$ cat src/rtl/register_file.sv
// Purpose: 2**SEL_W x DATA_W register file with one write port and two independent read ports.
// Latency: 1-cycle write-to-read latency, 0-cycle read latency; REGFILE_BYPASS_EN gives same-cycle write-through.
// Backpressure: none; every non-reset edge writes register[replaceSel], and reads are always valid.
module register_file #(
    parameter int DATA_W = 8,
    parameter int SEL_W  = 4
) (
    input  logic              clk,
    input  logic              reset,
    input  logic [DATA_W-1:0] replaceData,
    input  logic [SEL_W-1:0]  replaceSel,
    input  logic [SEL_W-1:0]  A_sel,
    input  logic [SEL_W-1:0]  B_sel,
    output logic [DATA_W-1:0] A,
    output logic [DATA_W-1:0] B
);

    localparam int DEPTH = 2 ** SEL_W;

    logic [DATA_W-1:0] r_regs [DEPTH];
    logic [DATA_W-1:0] w_a_stored;
    logic [DATA_W-1:0] w_b_stored;

    // Storage: reset clears every entry and wins over the write; otherwise exactly one entry loads.
    always_ff @(posedge clk) begin
        if (reset) begin
            for (int i = 0; i < DEPTH; i++) begin
                r_regs[i] <= '0;
            end
        end else begin
            r_regs[replaceSel] <= replaceData;
        end
    end

    assign w_a_stored = r_regs[A_sel];
    assign w_b_stored = r_regs[B_sel];

`ifdef REGFILE_BYPASS_EN
    // Read ports with write-through; bypass is held off during reset so the cleared value shows.
    always_comb begin
        A = w_a_stored;
        B = w_b_stored;
        if (!reset && (A_sel == replaceSel)) begin
            A = replaceData;
        end
        if (!reset && (B_sel == replaceSel)) begin
            B = replaceData;
        end
    end
`else
    // Read ports return stored contents only; a write becomes visible from the next edge.
    always_comb begin
        A = w_a_stored;
        B = w_b_stored;
    end
`endif

endmodule

$ cat config.mk
export PLATFORM = sky130hd
export DESIGN_NAME = register_file
export DESIGN_NICKNAME = d
export VERILOG_FILES = /design/src/rtl/register_file.sv
export SDC_FILE = /design/constraint.sdc
export NUM_CORES = 1
export LEC_CHECK = 0
export ABC_AREA = 1
export CAP_MARGIN = 10
export CORE_MARGIN = 4
export CORE_UTILIZATION = 40
export CTS_CLUSTER_DIAMETER = 200
export DETAILED_ROUTE_END_ITERATION = 8
export HOLD_SLACK_MARGIN = 0.02
export SYNTH_ARGS = -nofsm -noshare
export SYNTH_HDL_FRONTEND = slang
export SYNTH_SLANG_ARGS = --single-unit
$ cat constraint.sdc
create_clock -name clk -period 1.7 [get_ports clk]
set_input_delay 0.34 -clock clk [delete_from_list [all_inputs] [get_ports clk]]
set_output_delay 0.34 -clock clk [all_outputs]
set_load 0.02 [all_outputs]
==> flow_summary.ini, run 1 <==
[global_routing]
grt_use_met1 = 0.344
grt_antenna_before_repair = 0
groute.usage.overall = 0.246
grt_max_degree = 33
met2_usage = 0.379
grt_pass1_wl_um = 40400
grt_overflow = 0
busiest_layer = met2
gr-usage-met3 = 0.0454
grt_pass1_vias = 6892

[place]
dpl.hpwl_um = 18100
port_buffers = 37
place_congestion = 0.977

[synthesis]
ys_ff_latch = 128
yosysTopAreaCell = edfxtp_1
syn_area_sq_mm = 0.00782
ys_seq_area_frac = 0.492
syn-instance-count = 1017
syn_nets = 1039
synthFlopType = edfxtp_1
synth_edf_count = 128
synth_most_common_cell = nand2_1
synthTopCellsByArea = edfxtp_1 49%, nand2_1 15%, nand3_1 14%
synth.top_cells.by_count = 303 x nand2_1, 224 x nand3_1, 143 x inv_1
avgSynthCellArea_sq_um = 7.69
yosys_warnings = 0
ys_async_sr_fraction = 0
synthDistinctLibCells = 19
synth_top_area_frac = 0.492

[cts]
cts_inserted_buffers = 17
root_buffer = clkbuf_16
cts_max_level = 4
clock-sinks = 128
clockBufferDepth = 2
cts_hold_buf = 0
path_clk_slew_ns = 0.06
cts_tree = built

[routing]
drtIter0Drc = 699
first_pass_iters = 5
dr_total_vias = 7414
via_per_inst = 5.36
wl_per_cell_um = 19.4
drtAntennaViolNets = 0
drc = 0
drt_wl_total_um = 26800

[timing]
setup_viol = 16
period_minus_slack_ns = 1.80
tns_ns = -1.09
hold_violations = 0
slew_headroom = 0.802
slew_violations = 0
setup_slack_ns = -0.103
max_slew.worst_pin.slew_ns = 0.296
fmax_ghz = 0.555
rsz0062_at_grt = yes
min_period_over_period = 1.06

[pwr]
power.total_mw = 9.34
powerDensity_mw_per_mm2 = 852
vdd_ir_drop_max_mv = 0.558
p_leak_nw = 4.88

[finish]
n_antenna_cell = 0
drive_above_1_share = 0.392
largest_reg_flops = 128
nets = 1132
syn_to_final_growth_pct = 40.3
reg_top3 = r_regs x128
largest-register = r_regs

[job]
drv_cap = 0

[floorplanning]
io_pins = 38
core_sq_mm = 0.0190
die-height_um = 148
dieWidth_um = 148
die-area_sq_mm = 0.0219
core.rowCount = 50
start_util = 0.413

[outcome]
failed_checks = negative setup slack
status = finished with violations

[min_path]
min_to = r_regs[11][6]$_SDFFCE_PN0P_
hold_class = input port to flop
hold_depth = 4
min_from = replaceData[6]

[worst_setup_path]
crit_path_end_kind = output pin
start_kind = flop
crit_start = r_regs[12][3]$_SDFFCE_PN0P_
critPathMaxFanout = 2
critPathMostFrequentCell = nand3_2
path_class = flop to output pin
slowest_delay_ns = 0.44
cp_data_required_time_ns = 1.36
crit_arrival_ns = 1.46
crit_chain = inv_2 > nand2_1 > nand3_1 > nand3_2 > nand3_2 > nand2_2 > buf_6
crit_path_top_delay_cell = edfxtp_1
[worst max-delay path: cells and delay by family, from the launching register on]
family | cells | cell delay (ns)
flip-flops | 1 | 0.44
AND/OR/NAND/NOR | 5 | 0.37
buffers and inverters | 2 | 0.22
[placed cells by master, fill, tap and decap left out]
cell type        Yosys  routed
buf_12               0      42
clkinvlp_4           0       4
clkbuf_4             0       1
nand3_2              1     134
clkbuf_16            0      17
bufinv_16            0       2
buf_8                0       1
clkdlybuf4s15_2      0       1
nand2_2              1      33
nand3_4             15      16
nand2_1            303     271
clkinv_4             0       3
buf_2               28       1
inv_2                7      98
buf_4                1      42
inv_1              143      50
clkdlybuf4s50_1      0      15
nor2_4               2       2
dlygate4sd2_1        0       2
edfxtp_1           128     128
clkbuf_2             0       1
nor2_1             122     122
clkbuf_1            26       1
inv_6                0       1
clkinv_2             1       2
buf_6                1      22
buf_16               0       4
nand3_1            224      90
o21ai_0              1       1
nor2_8               4       4
inv_4                0       2
nor2_2               6       6
clkinv_1             0       3
bufbuf_16            0       1
[worst max-delay path by stage]
stage	endpoint	cells past startpoint
2_1_floorplan	r_regs[15][0]$_SDFFCE_PN0P_	3
3_3_place_gp	B[4]	8
3_5_place_dp	B[3]	8
4_1_cts	B[2]	7
5_1_grt	A[3]	7
6_report	A[3]	7
[cells by family (layout without fill, tap and decap cells)]
family                 Yosys count  count (layout)  share of synthesized area
DFF                            128             128                      0.492
and+or+nand+nor                678             678                      0.401
buffers and inverters          210             316                      0.107
AOI/OAI and AO/OA                1               1                   0.000639
[what timing repair did]
| item | CTS | global route |
|---|---|---|
| setup endpoints to repair | 16 | 16 |
| resized for setup | 236 | 143 |
| cloned | 6 | 0 |
| setup buffers | 2 | 0 |
| endpoints found under the hold margin | 0 | 0 |
| pin swaps | 68 | 51 |
[cell type report]
cell class / instances / area [sq um]
fill: 1675 / 7990
multi-input combinational: 679 / 3900
sequential: 128 / 3840
timing repair buffer: 133 / 1760
inverter: 151 / 573
clock buffer: 18 / 429
tap: 260 / 325
clock inverter: 14 / 141
[layer usage]
layer  part of all wire  wire (um)
met5                  0          0
met4              0.036        968
met3              0.081       2180
met2               0.46      12300
met1               0.42      11400
[power breakdown]
group          internal [mW]  switching, mW
clock network           2.14           1.42
registers               3.69         0.0854
logic                  0.801           1.21
[per-stage QoR]
stage / cell area, sq um / setup slack (ns) / instances / utilization / hold WS [ns]
floorplan: 7820 / 0.154 / 1017 / - / 0.616
global placement: 9410 / -0.815 / 1343 / 0.497 / 1.21
detailed placement: 9410 / -0.839 / 1343 / 0.497 / 1.22
CTS: 10500 / -0.0928 / 1383 / 0.553 / 0.777
global route: 11000 / -0.156 / 1383 / 0.579 / 0.790
finish: 11000 / -0.103 / 1383 / 0.579 / 0.783
No activity file was read; power rests on OpenSTA's default activity.
==> run 2, diff against run 1 <==
Settings changed: HOLD_SLACK_MARGIN 0.02 to 0.05, MAX_ROUTING_LAYER from default to met4.
==> run 2 against run 1 <==
Effect of this change:
- final area shrank 2.1%
- non-clock buffer count shrank 3
- critical path depth is the same
- via count shrank 0.90%
- cell count shrank 0.22%
- hold slack gained 0.0088 ns
- the run still ends with negative setup slack left
- largest cell class is now flip-flops and latches
==> flow_summary.ini, run 2 (synthesis gave the netlist of run 1 again) <==
[routing]
drt_wl_total_um = 26700
wl_per_cell_um = 19.3
via_per_inst = 5.32
drtAntennaViolNets = 0
drc = 0
dr_total_vias = 7347
drtIter0Drc = 771
first_pass_iters = 6

[global_routing]
groute.usage.overall = 0.253
grt_pass1_vias = 7205
grt_antenna_before_repair = 0
grt_overflow = 0
grt_pass1_wl_um = 41000
grt_max_degree = 36

[place]
dpl.hpwl_um = 18400
placed_cell_area_sq_mm = 0.00937
place_congestion = 0.948
port_buffers = 37
dpl.cell_count = 1342

[worst_setup_path]
start_kind = flop
cp_data_required_time_ns = 1.36
slowest_delay_ns = 0.41
critPathMaxFanout = 2
crit_chain = inv_2 > nand2_1 > nand3_1 > nand3_1 > nand3_1 > nand2_2 > buf_6
path_class = flop to output pin
crit_arrival_ns = 1.48
critPathMostFrequentCell = nand3_1
crit_path_end_kind = output pin
crit_path_top_delay_cell = edfxtp_1

[pwr]
sw_frac_of_total = 0.284
vdd_ir_drop_max_mv = 0.487
powerDensity_mw_per_mm2 = 877
switchingPower_mw = 2.67
power.total_mw = 9.41
p_int_mw = 6.74
power_frac_clock = 0.394
p_leak_nw = 4.80
comb_power_share = 0.205
seqPwrFrac = 0.401

[timing]
hold_violations = 0
period_minus_slack_ns = 1.82
setup_viol = 16
max_slew.worst_pin.slew_ns = 0.318
slew_headroom = 0.787
min_period_over_period = 1.07
setup_slack_ns = -0.124
slew_violations = 0
rsz0062_at_grt = yes
holdWs_ns = 0.792
fmax_ghz = 0.548

[floorplanning]
io_pins = 38
die-area_sq_mm = 0.0219
start_util = 0.413
core.rowCount = 50
dieWidth_um = 148
core_sq_mm = 0.0190
die-height_um = 148

[outcome]
status = finished with violations
failed_checks = negative setup slack

[min_path]
hold_class = input port to flop

[cts]
path_clk_slew_ns = 0.06
cts_max_level = 4
cts_tree = built
clock-sinks = 128
cts_hold_buf = 0
clockBufferDepth = 2
root_buffer = clkbuf_16
cts_inserted_buffers = 17

[finish]
final_common_cell = nand2_1
largest-register = r_regs
n_antenna_cell = 0
multi_input_area_sq_mm = 0.00373
post-route-util = 0.566
syn_to_final_growth_pct = 37.3
design_area_sq_mm = 0.0107
nets = 1129
reg_top3 = r_regs x128
fillCellCount = 1752
largest_reg_flops = 128
final_cell_mix = 270 x nand2_1, 128 x edfxtp_1, 123 x nand3_1
regArea_sq_mm = 0.00384
drive_above_1_share = 0.353
fin_cells = 1380

[job]
drv_cap = 0
run 2: power groups by stage:
stage | registers [mW] | logic, mW | clock network [mW]
6_report | 3.77 | 1.93 | 3.71
5_1_grt | 3.79 | 2.06 | 3.86
4_1_cts | 3.76 | 1.80 | 3.73
3_5_place_dp | 3.81 | 1.67 | 0
3_3_place_gp | 3.80 | 1.67 | 0
2_1_floorplan | 3.78 | 0.885 | 0
run 2: what timing repair did:
item | in CTS | in global routing
buffers inserted | 2 | 0
setup endpoints to repair | 16 | 16
gates resized for setup | 219 | 113
pin swaps | 57 | 43
hold endpoints to repair | 0 | 0
cloned | 3 | 1
run 2: routing by layer:
metal,GRT usage,part of all wire,routed length [um]
met2,0.390,0.46,12400
met3,0.0380,0.076,2040
met1,0.341,0.42,11300
met5,-,0,0
met4,0.0933,0.034,920
run 2: layout make-up:
cell class / instances / area share
clock inverters: 15 / 0.0157
inverters: 151 / 0.0534
well taps: 260 / 0.0303
flip-flops and latches: 128 / 0.358
multi-input cells: 679 / 0.347
clock buffers: 17 / 0.0396
repair buffers: 130 / 0.156
run 2: worst paths after layout:
kind,from,end,cells after the start
setup / recovery,r_regs[15][2]$_SDFFCE_PN0P_,A[2],7
hold / removal,replaceData[6],r_regs[11][6]$_SDFFCE_PN0P_,4
run 2: stage by stage:
step | setup WS (ns) | setup TNS, ns
after floorplan | 0.154 | 0
after global placement | -0.845 | -33.35
after detailed placement | -0.851 | -36.74
after CTS | -0.103 | -1.15
after global routing | -0.144 | -1.94
final | -0.124 | -1.11
run 2: critical path: cells and delay by family, from the launching register on:
family	cells	cell delay (ns)
buffers and inverters	2	0.23
DFF	1	0.41
and+or+nand+nor	5	0.43
